<file path="src/rtl/lu_pkg.sv">
// Shared constants and enumerations for the shared bitwise logic unit and its arbiter.
package lu_pkg;

  localparam int unsigned LU_WIDTH = 16;
  localparam int unsigned LU_OPW   = 2;

  typedef enum logic [LU_OPW-1:0] {
    LU_OR  = 2'b00,
    LU_AND = 2'b01,
    LU_XOR = 2'b10,
    LU_NOR = 2'b11
  } lu_op_e;

  typedef enum logic [1:0] {
    ST_IDLE = 2'b00,
    ST_EXEC = 2'b01,
    ST_RESP = 2'b10
  } lu_state_e;

endpackage

</file>
<file path="src/rtl/lu_bitwise.sv">
// Combinational 16-bit bitwise logic unit: OR / AND / XOR / NOR, no carry or extension.
module lu_bitwise
  import lu_pkg::*;
#(
  parameter int unsigned WIDTH = LU_WIDTH
) (
  input  lu_op_e             op,
  input  logic [WIDTH-1:0]   a,
  input  logic [WIDTH-1:0]   b,
  output logic [WIDTH-1:0]   y
);

  always_comb begin
    y = '0;
    unique case (op)
      LU_OR:  y = a | b;
      LU_AND: y = a & b;
      LU_XOR: y = a ^ b;
      LU_NOR: y = ~(a | b);
    endcase
  end

endmodule

</file>
<file path="src/rtl/logic_unit_arbiter.sv">
// Two-port round-robin front end for one shared bitwise logic unit: accept, execute, hold result.
// Optional build macro LU_STATS_EN adds a 16-bit completed-operation counter on port op_count.
module logic_unit_arbiter
  import lu_pkg::*;
#(
  parameter int unsigned WIDTH = LU_WIDTH,
  parameter int unsigned OPW   = LU_OPW
) (
  input  logic             clk,
  input  logic             rst,
  input  logic             req0_valid,
  output logic             req0_ready,
  input  logic [OPW-1:0]   req0_op,
  input  logic [WIDTH-1:0] req0_a,
  input  logic [WIDTH-1:0] req0_b,
  input  logic             req1_valid,
  output logic             req1_ready,
  input  logic [OPW-1:0]   req1_op,
  input  logic [WIDTH-1:0] req1_a,
  input  logic [WIDTH-1:0] req1_b,
  output logic             rsp_valid,
  input  logic             rsp_ready,
  output logic [WIDTH-1:0] rsp_data,
  output logic             rsp_id,
  output logic             rsp_zero
`ifdef LU_STATS_EN
  ,
  output logic [15:0]      op_count
`endif
);

  lu_state_e        state_q, state_d;
  logic             last_id_q, last_id_d;
  lu_op_e           op_q, op_d;
  logic [WIDTH-1:0] a_q, a_d;
  logic [WIDTH-1:0] b_q, b_d;
  logic             id_q, id_d;
  logic [WIDTH-1:0] rsp_data_q, rsp_data_d;
  logic             rsp_id_q, rsp_id_d;
  logic             rsp_zero_q, rsp_zero_d;

  logic             any_valid;
  logic             gnt_id;
  logic [WIDTH-1:0] lu_y;

  lu_bitwise #(.WIDTH(WIDTH)) u_bitwise (
    .op (op_q),
    .a  (a_q),
    .b  (b_q),
    .y  (lu_y)
  );

  always_comb begin
    state_d    = state_q;
    last_id_d  = last_id_q;
    op_d       = op_q;
    a_d        = a_q;
    b_d        = b_q;
    id_d       = id_q;
    rsp_data_d = rsp_data_q;
    rsp_id_d   = rsp_id_q;
    rsp_zero_d = rsp_zero_q;
    req0_ready = 1'b0;
    req1_ready = 1'b0;

    any_valid = req0_valid | req1_valid;
    // On a tie the requester that did not win last time goes first.
    gnt_id    = (req0_valid & req1_valid) ? ~last_id_q : req1_valid;

    unique case (state_q)
      ST_IDLE: begin
        if (any_valid && !rst) begin
          req0_ready = ~gnt_id;
          req1_ready = gnt_id;
          op_d       = gnt_id ? lu_op_e'(req1_op) : lu_op_e'(req0_op);
          a_d        = gnt_id ? req1_a : req0_a;
          b_d        = gnt_id ? req1_b : req0_b;
          id_d       = gnt_id;
          last_id_d  = gnt_id;
          state_d    = ST_EXEC;
        end
      end
      ST_EXEC: begin
        rsp_data_d = lu_y;
        rsp_zero_d = (lu_y == '0);
        rsp_id_d   = id_q;
        state_d    = ST_RESP;
      end
      ST_RESP: begin
        if (rsp_ready) begin
          state_d = ST_IDLE;
        end
      end
      default: state_d = ST_IDLE;
    endcase
  end

  always_ff @(posedge clk) begin
    if (rst) begin
      state_q    <= ST_IDLE;
      last_id_q  <= 1'b1;
      op_q       <= LU_OR;
      a_q        <= '0;
      b_q        <= '0;
      id_q       <= 1'b0;
      rsp_data_q <= '0;
      rsp_id_q   <= 1'b0;
      rsp_zero_q <= 1'b0;
    end else begin
      state_q    <= state_d;
      last_id_q  <= last_id_d;
      op_q       <= op_d;
      a_q        <= a_d;
      b_q        <= b_d;
      id_q       <= id_d;
      rsp_data_q <= rsp_data_d;
      rsp_id_q   <= rsp_id_d;
      rsp_zero_q <= rsp_zero_d;
    end
  end

  assign rsp_valid = (state_q == ST_RESP);
  assign rsp_data  = rsp_data_q;
  assign rsp_id    = rsp_id_q;
  assign rsp_zero  = rsp_zero_q;

`ifdef LU_STATS_EN
  logic [15:0] op_count_q, op_count_d;

  always_comb begin
    op_count_d = op_count_q;
    if (rsp_valid && rsp_ready) begin
      op_count_d = op_count_q + 16'd1;
    end
  end

  always_ff @(posedge clk) begin
    if (rst) begin
      op_count_q <= '0;
    end else begin
      op_count_q <= op_count_d;
    end
  end

  assign op_count = op_count_q;
`endif

endmodule

</file>
<file path="config.mk">
export PLATFORM = sky130hd
export DESIGN_NAME = logic_unit_arbiter
export DESIGN_NICKNAME = d
export VERILOG_FILES = /design/src/rtl/lu_pkg.sv /design/src/rtl/lu_bitwise.sv /design/src/rtl/logic_unit_arbiter.sv
export SDC_FILE = /design/constraint.sdc
export NUM_CORES = 1
export LEC_CHECK = 0
export ABC_AREA = 1
export BUFFER_PORTS_ARGS = -buffer_cell sky130_fd_sc_hd__buf_2
export CAP_MARGIN = 0
export CORE_ASPECT_RATIO = 0.8
export CORE_UTILIZATION = 45
export DETAILED_ROUTE_END_ITERATION = 10
export GPL_ROUTABILITY_DRIVEN = 0
export PLACE_DENSITY = 0.73
export RECOVER_POWER = 25
export SYNTH_ARGS = -nofsm -noshare
export SYNTH_HDL_FRONTEND = slang
export SYNTH_HIERARCHICAL = 1
export SYNTH_SLANG_ARGS = --single-unit
</file>
<file path="constraint.sdc">
create_clock -name clk -period 1.3 [get_ports clk]
set_clock_uncertainty 0.1 [all_clocks]
set_input_delay 0.065 -clock clk [delete_from_list [all_inputs] [get_ports clk]]
set_output_delay 0.065 -clock clk [all_outputs]
set_load 0.02 [all_outputs]
</file>
Yosys cells after proc, flatten, opt, wreduce, memory -nomap -nowiden
Cells that the tools add are included. W data, S select, Z words.

Bits in registers: 56. Bits in latches: 0. Bits in writable memories: 0. ROM bits: 0. Bits of input ports: 73. Output and inout port bits: 21. Logic and storage cells: 43. Memories kept: 0.

Add/subtract/negate cells: 0. $mul: 0. Div/mod/pow operators: 0. Magnitude comparators: 0. Equality and inequality tests: 7. Shifts and indexed selects: 0. Mux-type cells: 12. Bitwise logic cells: 8. Reduce and logical (&&, ||, !) cells: 7.

Operators with widths (count): $pmux W16 S4 (1); $mux W16 (2); $and A16 B16 Y16 (1); $logic_not A16 Y1 (1); $not A16 Y16 (1); $or A16 B16 Y16 (1); $xor A16 B16 Y16 (1); $eq A2 B2 Y1 const B (3); $mux W2 (3); $pmux W2 S3 (1); $mux W1 (5); $eq A2 B1 Y1 const B (2); $logic_not A2 Y1 (2); $reduce_and A2 Y1 (2); $ne A2 B1 Y1 const B (1); $ne A2 B2 Y1 const B (1); $not A1 Y1 (2); $and A1 B1 Y1 (1); $logic_and A1 B1 Y1 (1); $logic_not A1 Y1 (1); $or A1 B1 Y1 (1).

Longest topological paths before layout
Gate-level depths: netlist of the first run.

Word-level depth: 5. Depth in mapped cells: 10. Gate-level depth less buffers: 10.

Modules after synthesis
Netlist of the first run, hierarchy kept.

Modules (own cells, without submodules): logic_unit_arbiter (instances 1, cells an instance 371, area each 2462.4 um^2, sequential area each 1121.1 um^2); lu_bitwise (instances 1, cells an instance 174, area each 1119.8 um^2, sequential area each 0.0 um^2).

Worst setup path after synthesis of the first run
Ideal clock, no wire load.

Path kind: register to register. Start: register state_q[0]. End: register id_q. Library setup time: 133 ps. Arrival: 1224 ps. Required time: 1067 ps. Path slack: -157 ps. Stages on the path, launching flop included: 6. Path buffers: 0. Clock period less this slack: 1457 ps. Cell sequence: dfxtp_1 > or2_4 > nor2_1 > nand2_2 > nor2_1 > nor2_1.

Word-level cells in the longest chain between the ends: 2.

RTL lines: from (decl) (line logic_unit_arbiter.sv:32) `lu_state_e state_q, state_d;`; from (signal assigned) (line logic_unit_arbiter.sv:110) `state_q <= state_d;`; $logic_not A2 Y1 (line logic_unit_arbiter.sv:70) `unique case (state_q)`; $reduce_and A2 Y1 (no line); to (signal assigned) (line logic_unit_arbiter.sv:115) `id_q <= id_d;`; to (decl) (line logic_unit_arbiter.sv:37) `logic id_q, id_d;`.

Every way passes these cells. A chain may end at the register's enable or synchronous reset.

Worst setup path after layout of the first run
Start: register b_q[1]. End: register rsp_zero_q (netlist: rsp_zero).

Word-level cells in the longest chain between the ends: 4. Elaborated cells on any way between the ends: 6. Classes of those cells: mux (1); bitwise (4); reduce/logical (1).

RTL lines: from (decl) (line logic_unit_arbiter.sv:36) `logic [WIDTH-1:0] b_q, b_d;`; from (signal assigned) (line logic_unit_arbiter.sv:104) `b_q <= '0;`; from (signal assigned) (line logic_unit_arbiter.sv:114) `b_q <= b_d;`; $or A16 B16 Y16 (line lu_bitwise.sv:16, lu_bitwise.sv:19); $not A16 Y16 (line lu_bitwise.sv:19) `LU_NOR: y = ~(a | b);`; $pmux W16 S4 * (line lu_bitwise.sv:15) `unique case (op)`; via lu_y[1] (line logic_unit_arbiter.sv:44) `logic [WIDTH-1:0] lu_y;`; $logic_not A16 Y1 * (line logic_unit_arbiter.sv:85) `rsp_zero_d = (lu_y == '0);`; to (signal assigned) (line logic_unit_arbiter.sv:118) `rsp_zero_q <= rsp_zero_d;`; to (decl) (line logic_unit_arbiter.sv:40) `logic rsp_zero_q, rsp_zero_d;`.

The timed path passes the listed nets; every way through them passes the cells marked *.

==> impl_metrics.env, run 1 <==
export IMPL_outcome="complete, but fails checks"
export IMPL_failed_checks="setup timing"
export IMPL_ys_seq_area_share_pct=31.3
export IMPL_drc=0
export IMPL_finish_instance_area_um2=5820
export IMPL_ff_latch_area_um2=1170
export IMPL_cts_sink_count=56
export IMPL_endpoint_kind_of_the_worst_setup_timing_path="flip-flop"
export IMPL_p_sw_share_pct=35.6
export IMPL_synth_warnings=6
export IMPL_antenna_cells=0
export IMPL_grt_start_max_net_pins=37
export IMPL_synth_cell_area_um2=3580
export IMPL_global_route_usage_total_pct=29.0
export IMPL_comb_power_share_pct=40.6
export IMPL_floorplan_die_height_um=81.8
export IMPL_max_cap_viol_count=0
export IMPL_cp_start_kind="flip-flop"
export IMPL_shortest_clock_period_the_worst_path_allows_after_layout_ns=1.67
export IMPL_die_x_um=102
export IMPL_final_min_period_over_clock_period_pct=128
export IMPL_required_ns=1.45
export IMPL_switching_power_uw=1810
export IMPL_final_util_pct=76.9
export IMPL_report_final_setup_viol=56
export IMPL_fp_row_count=28
export IMPL_cts_inserted_buffers=5
export IMPL_timing_critical_path_buf_inv=1
export IMPL_io_buffer_count=93
export IMPL_wl_met3_um=1190
export IMPL_worst_skew_pair_late_latency_ns=0.32
export IMPL_drt_pass1_iterations=7
export IMPL_wirelength_met1_um=5190
export IMPL_route_top_layer_used="met4"
export IMPL_yosys_register_bits=56
export IMPL_final_critical_path_setup_slack_ns=-0.369
export IMPL_hpwlAfterDp_um=6890
export IMPL_timing_max_transition_violations_final=0
export IMPL_synthesized_area_per_cell_um2=6.57
export IMPL_hold_worst_slack_ns=0.00534
export IMPL_tritoncts="yes"
export IMPL_timing_hold_worst_class="in2reg"
export IMPL_cpMaxStageDelayCell="sky130_fd_sc_hd__dfxtp_1"
export IMPL_ios=94
export IMPL_first_global_vias=4011
export IMPL_crit_chain="buf_4 -> ha_1 -> nand3_1 -> nand4_1 -> nor2_1 -> nand2_1 -> nor2_1 -> nand3_2 -> a21oi_2"
export IMPL_multiInputGateArea_um2=2500
export IMPL_clock_power_share_pct=20.4
export IMPL_drt_wl_total_um=13500
export IMPL_design_core_area_um2=7570
export IMPL_seq_power_share_pct=38.9
export IMPL_cts_root_buf="sky130_fd_sc_hd__clkbuf_8"
export IMPL_place_area_um2=4360
export IMPL_power_report_internal_total_uw=3270
export IMPL_post_synth_num_cell_types=21
export IMPL_crit_top_cell="sky130_fd_sc_hd__nor2_1"
export IMPL_crit_family="simple AND/OR/NAND/NOR gates"
export IMPL_clk_path_buf_depth=2
export IMPL_timing_worst_setup_path_type="reg2reg"
export IMPL_grt_overflow=0
export IMPL_leakage_power_uw=0.00279
export IMPL_avgViaCountPerCell=5.37
export IMPL_met2RoutedLength_um=6560
export IMPL_vdd_drop_max_mv=0.569
export IMPL_syn_num_nets=650
export IMPL_max_freq_ghz=0.599
export IMPL_pwr_density_cell_nw_per_um2=872
export IMPL_crit_arrival_ns=1.82
export IMPL_grt_first_pass_wirelength_um=18700
export IMPL_worst_slew_pin_slew_ns=0.548
export IMPL_maxSlewHeadroom_pct=63.4
export IMPL_synth_cells=545
export IMPL_ant_nets=0
export IMPL_final_nets=830
export IMPL_setup_repair_after_global_routing_missed_its_margin="true"
export IMPL_antenna_found_initial=0
export IMPL_flow_area_growth_from_synthesis_pct=62.5
export IMPL_htreeDepth=2
export IMPL_post_route_cells_drive_above_1_share_pct=44.4
export IMPL_via_count=4459
export IMPL_worst_path_max_fanout=2
export IMPL_critPathMaxStageDelay_ns=0.34
export IMPL_post_drt_wl_per_cell_um=16.2
export IMPL_start_util_pct=47.3
export IMPL_finalHoldViolations=0
export IMPL_clkTransAtPathRegs_ns=0.11
export IMPL_drtIter0Drc=363
export IMPL_filler_cell_count=476
export IMPL_die_ar_um2=8320
==> path summary, 6_finish.rpt <==
| kind | from | cells after the start | endpoint | slack, ns |
|---|---|---|---|---|
| worst max-delay path | b_q[1]$_SDFFE_PP0P_ | 9 | rsp_zero$_SDFFE_PP0N_ | -0.37 |
| worst min-delay path | req1_b[11] | 5 | b_q[11]$_SDFFE_PP0P_ | 0.005 |
| worst max register to register | b_q[1]$_SDFFE_PP0P_ | 9 | rsp_zero$_SDFFE_PP0N_ | -0.37 |
| worst min register to register | a_q[7]$_SDFFE_PP0P_ | 2 | a_q[7]$_SDFFE_PP0P_ | 0.38 |
==> Yosys cell counts (all sizes together) <==
| master | count | area [um^2] |
|---|---|---|
| nand2 | 199 | 754 |
| dfxtp | 56 | 1120 |
| inv | 56 | 210 |
| nand3 | 50 | 260 |
| nor2 | 47 | 209 |
| a21oi | 37 | 185 |
| ha | 32 | 400 |
| buf | 28 | 221 |
| o21ai | 18 | 90.1 |
| nand4 | 16 | 100 |
| clkbuf | 3 | 11.3 |
| or2 | 2 | 15.0 |
| clkinv | 1 | 3.75 |
==> worst reg2reg max path: stages (launching register included) <==
cell and delay [ns]:
sky130_fd_sc_hd__dfxtp_1 0.34, sky130_fd_sc_hd__buf_4 0.16, sky130_fd_sc_hd__ha_1 0.18, sky130_fd_sc_hd__nand3_1 0.09, sky130_fd_sc_hd__nand4_1 0.13, sky130_fd_sc_hd__nor2_1 0.17
sky130_fd_sc_hd__nand2_1 0.08, sky130_fd_sc_hd__nor2_1 0.13, sky130_fd_sc_hd__nand3_2 0.09, sky130_fd_sc_hd__a21oi_2 0.12
==> cell families after synthesis <==
kind of cell / Yosys count / share of synthesized area (%)
AO/OA/AOI/OAI: 55 / 7.68
adder cells (fa/ha/maj): 32 / 11.2
buffers and inverters: 88 / 12.5
flip-flops: 56 / 31.3
AND/OR/NAND/NOR: 314 / 37.4
==> registers in the layout (all words and copies together), names as in the netlist <==
register   flops
id_q           1
rsp_zero       1
rsp_data      16
rsp_id         1
a_q           16
b_q           16
state_q        2
last_id_q      1
op_q           2
==> power groups by stage <==
stage          combinational [uW]  sequential, uW  clock (uW)
6_report                     2060            1980        1040
5_1_grt                      2210            1990        1090
3_3_place_gp                 1280            1980           0
2_1_floorplan                 805            2040           0
3_5_place_dp                 1330            1990           0
4_1_cts                      1740            1960        1000
==> timing repair <==
action | CTS | global route
buffers inserted | 14 | 11
cloned | 4 | 3
pin swaps | 46 | 34
hold buffers | 35 | 0
hold endpoints to repair | 19 | 0
gates resized for setup | 120 | 76
setup endpoints to repair | 53 | 56
==> metal layers <==
metal	global-route usage, %	vias to the layer above
li1	-	2075
met4	8.84	0
met3	5.53	69
met2	52.4	272
met1	35.0	2043
met5	0	-
==> per-stage QoR <==
stage	TNS, ns	power (uW)	setup slack (ns)	std cells
finish	-11.10	5080	-0.369	831
global route	-13.60	5300	-0.390	831
CTS	-5.13	4700	-0.223	817
detailed placement	-3.85	3310	-0.304	756
global placement	-2.62	3260	-0.246	756
floorplan	-0.0958	2840	-0.0508	545
==> cell usage in the layout, fill, tap and decap left out, types with 4 or more instances in the layout <==
cell type / n
sky130_fd_sc_hd__buf_2: 86
sky130_fd_sc_hd__dfxtp_4: 4
sky130_fd_sc_hd__clkbuf_8: 6
sky130_fd_sc_hd__ha_4: 17
sky130_fd_sc_hd__nand3_2: 14
sky130_fd_sc_hd__clkbuf_1: 6
sky130_fd_sc_hd__o21ai_2: 8
sky130_fd_sc_hd__buf_6: 13
sky130_fd_sc_hd__nor2_4: 4
sky130_fd_sc_hd__nand3_1: 36
sky130_fd_sc_hd__inv_1: 31
sky130_fd_sc_hd__nand2_2: 32
sky130_fd_sc_hd__buf_4: 46
sky130_fd_sc_hd__inv_2: 24
sky130_fd_sc_hd__ha_1: 12
sky130_fd_sc_hd__nand2_1: 159
sky130_fd_sc_hd__nand2_4: 8
sky130_fd_sc_hd__a21oi_1: 35
sky130_fd_sc_hd__dlygate4sd3_1: 35
sky130_fd_sc_hd__o21ai_1: 7
sky130_fd_sc_hd__dfxtp_2: 29
sky130_fd_sc_hd__nand4_1: 16
sky130_fd_sc_hd__dfxtp_1: 23
sky130_fd_sc_hd__nor2_1: 40
sky130_fd_sc_hd__buf_12: 11
==> area by class of cell <==
class | count | share of cell area, %
multi-input combinational | 402 | 43.0
clock buffer | 8 | 1.55
tap | 105 | 2.26
sequential | 56 | 20.1
timing repair buffer | 203 | 29.3
inverter | 57 | 3.76
No activity file was read; power rests on OpenSTA's default activity.
==> run 2: changes to the inputs <==
--- a/config.mk
+++ b/config.mk
@@ -9,10 +9,10 @@
 export BUFFER_PORTS_ARGS = -buffer_cell sky130_fd_sc_hd__buf_2
 export CAP_MARGIN = 0
 export CORE_ASPECT_RATIO = 0.8
-export CORE_UTILIZATION = 45
+export CORE_UTILIZATION = 48
 export DETAILED_ROUTE_END_ITERATION = 10
 export GPL_ROUTABILITY_DRIVEN = 0
-export PLACE_DENSITY = 0.73
+export PLACE_DENSITY = 0.77
 export RECOVER_POWER = 25
 export SYNTH_ARGS = -nofsm -noshare
 export SYNTH_HDL_FRONTEND = slang
==> impl_metrics.env, run 2 (synthesized netlist as in run 1, its figures left out) <==
export IMPL_grt_overflow=0
export IMPL_max_freq_ghz=0.604
export IMPL_grt_start_max_net_pins=37
export IMPL_post_place_ws_ns=-0.257
export IMPL_antenna_cells=0
export IMPL_final_critical_path_setup_slack_ns=-0.356
export IMPL_drt_pass1_iterations=7
export IMPL_failed_checks="hold timing, setup timing"
export IMPL_power_uw=5050
export IMPL_start_util_pct=50.7
export IMPL_highest_count_cells_in_the_layout_ignoring_fill_and_taps="sky130_fd_sc_hd__nand2_1, sky130_fd_sc_hd__buf_2, sky130_fd_sc_hd__buf_4"
export IMPL_endpoint_kind_of_the_worst_setup_timing_path="flip-flop"
export IMPL_hpwlAfterDp_um=6990
export IMPL_io_buffer_count=93
export IMPL_clk_path_buf_depth=2
export IMPL_tritoncts="yes"
export IMPL_worst_r2r_path_depth=9
export IMPL_timing_max_transition_violations_final=0
export IMPL_post_route_cells_drive_above_1_share_pct=43.8
export IMPL_worst_skew_pair_late_latency_ns=0.33
export IMPL_ios=94
export IMPL_cp_start_kind="flip-flop"
export IMPL_p_sw_share_pct=36.6
export IMPL_crit_end="rsp_zero$_SDFFE_PP0N_"
export IMPL_required_ns=1.46
export IMPL_final_nets=817
export IMPL_ff_latch_area_um2=1170
export IMPL_avgViaCountPerCell=5.70
export IMPL_flow_area_growth_from_synthesis_pct=59.4
export IMPL_clock_power_share_pct=21.2
export IMPL_power_report_internal_total_uw=3200
export IMPL_timing_hold_worst_class="in2reg"
export IMPL_hold_worst_slack_ns=-0.00344
export IMPL_cts_root_buf="sky130_fd_sc_hd__clkbuf_8"
export IMPL_report_final_setup_viol=50
export IMPL_vdd_drop_max_mv=0.525
export IMPL_pwr_density_cell_nw_per_um2=884
export IMPL_seq_power_share_pct=39.2
export IMPL_grt_first_pass_wirelength_um=18900
export IMPL_final_util_pct=80.9
export IMPL_comb_power_share_pct=39.6
export IMPL_maxSlewHeadroom_pct=70.0
export IMPL_global_route_usage_total_pct=31.2
export IMPL_cts_sink_count=56
export IMPL_setup_repair_after_global_routing_missed_its_margin="true"
export IMPL_drtIter0Drc=448
export IMPL_first_global_vias=4071
export IMPL_die_ar_um2=7810
export IMPL_place_detailed_instances=740
export IMPL_crit_path_start="b_q[1]$_SDFFE_PP0P_"
export IMPL_clkTransAtPathRegs_ns=0.12
export IMPL_fp_row_count=27
export IMPL_htreeDepth=2
export IMPL_multiInputGateArea_um2=2570
export IMPL_design_core_area_um2=7060
export IMPL_antenna_found_initial=0
export IMPL_cts_inserted_buffers=5
export IMPL_switching_power_uw=1850
export IMPL_crit_arrival_ns=1.82
export IMPL_drt_wl_total_um=14000
export IMPL_final_min_period_over_clock_period_pct=127
export IMPL_leakage_power_uw=0.00270
export IMPL_via_count=4558
export IMPL_timing_rr_start="b_q[1]$_SDFFE_PP0P_"
export IMPL_post_drt_wl_per_cell_um=17.5
export IMPL_worst_slew_pin_slew_ns=0.451
export IMPL_final_common_cell="sky130_fd_sc_hd__nand2_1"
export IMPL_timing_worst_setup_path_type="reg2reg"
export IMPL_drc=0
export IMPL_die_x_um=98.6
export IMPL_final_instance_count_excl_fill=800
export IMPL_r2r_end="rsp_zero$_SDFFE_PP0N_"
export IMPL_finalHoldViolations=1
export IMPL_ant_nets=0
export IMPL_filler_cell_count=376
export IMPL_shortest_clock_period_the_worst_path_allows_after_layout_ns=1.66
export IMPL_floorplan_die_height_um=79.3
export IMPL_max_cap_viol_count=0
export IMPL_regToRegSetupSlack_ns=-0.36
export IMPL_outcome="complete, but fails checks"
export IMPL_worst_path_max_fanout=2
[run 2: cell types whose count changed in the layout (fill, tap and decap cells not counted), moves of 3 or more]
cell,before,now
sky130_fd_sc_hd__nand2_1,159,172
sky130_fd_sc_hd__inv_2,24,21
sky130_fd_sc_hd__dlygate4sd3_1,35,31
sky130_fd_sc_hd__buf_4,46,42
sky130_fd_sc_hd__nand3_1,36,26
sky130_fd_sc_hd__buf_16,3,0
sky130_fd_sc_hd__ha_4,17,22
sky130_fd_sc_hd__clkinv_2,0,3
sky130_fd_sc_hd__nand2_2,32,17
sky130_fd_sc_hd__ha_1,12,7
sky130_fd_sc_hd__nand3_2,14,24
sky130_fd_sc_hd__o21ai_0,3,7
[run 2: per-stage QoR]
step / hold WS (ns) / setup TNS (ns) / instance area, um^2
after floorplan: 0.133 / -0.0958 / 3620
after global placement: 0.230 / -1.65 / 4400
after detailed placement: 0.240 / -2.85 / 4400
after CTS: 0.000230 / -4.84 / 5300
after global routing: 0.0220 / -10.24 / 5710
final: -0.00344 / -7.54 / 5710
[run 2: critical path: stages (launching register included)]
cell                      delay (ns)
sky130_fd_sc_hd__dfxtp_2        0.35
sky130_fd_sc_hd__buf_4          0.15
sky130_fd_sc_hd__ha_4           0.15
sky130_fd_sc_hd__nand3_2        0.08
sky130_fd_sc_hd__nand4_1        0.14
sky130_fd_sc_hd__nor2_1         0.16
sky130_fd_sc_hd__nand2_1        0.10
sky130_fd_sc_hd__nor2_1         0.10
sky130_fd_sc_hd__nand3_1        0.11
sky130_fd_sc_hd__a21oi_2        0.15
[run 2: timing repair]
action | in CTS | in global routing
gates resized for setup | 95 | 83
pin swaps | 47 | 21
hold buffers | 31 | 0
cloned | 1 | 5
setup endpoints to repair | 50 | 57
setup buffers | 14 | 3
hold endpoints to repair | 18 | 0
[run 2: how the worst min path moves through the flow]
| stage | from | end | cells after the start |
|---|---|---|---|
| after global routing | req0_b[14] | b_q[14]$_SDFFE_PP0P_ | 5 |
| after floorplan | rsp_ready | state_q[1]$_SDFFE_PP0P_ | 3 |
| after CTS | req0_a[13] | a_q[13]$_SDFFE_PP0P_ | 5 |
| final | req1_a[13] | a_q[13]$_SDFFE_PP0P_ | 5 |
| after global placement | rsp_ready | state_q[1]$_SDFFE_PP0P_ | 4 |
| after detailed placement | rsp_ready | state_q[1]$_SDFFE_PP0P_ | 4 |
[run 2: cell type report]
| cell class | instances | area share [%] |
|---|---|---|
| sequential | 56 | 20.5 |
| clock buffer | 6 | 1.45 |
| tap | 87 | 1.91 |
| multi-input combinational | 401 | 45.0 |
| inverter | 57 | 3.99 |
| clock inverter | 2 | 0.175 |
| timing repair buffer | 191 | 27.0 |
[run 2: metal layers]
| metal | GRT usage [%] | vias up | wire length (um) |
|---|---|---|---|
| met2 | 57.7 | 344 | 6720 |
| met4 | 11.6 | 0 | 692 |
| met1 | 36.8 | 2089 | 5370 |
| met5 | 0 | - | 0 |
| li1 | - | 2048 | - |
| met3 | 4.31 | 77 | 1230 |
[run 2: power by group through the flow]
stage               logic [uW]  clock network [uW]  registers, uW
floorplan                  805                   0           2040
global placement          1310                   0           1980
detailed placement        1360                   0           1990
CTS                       1640                1010           1960
global route              2130                1140           1990
finish                    2000                1070           1980
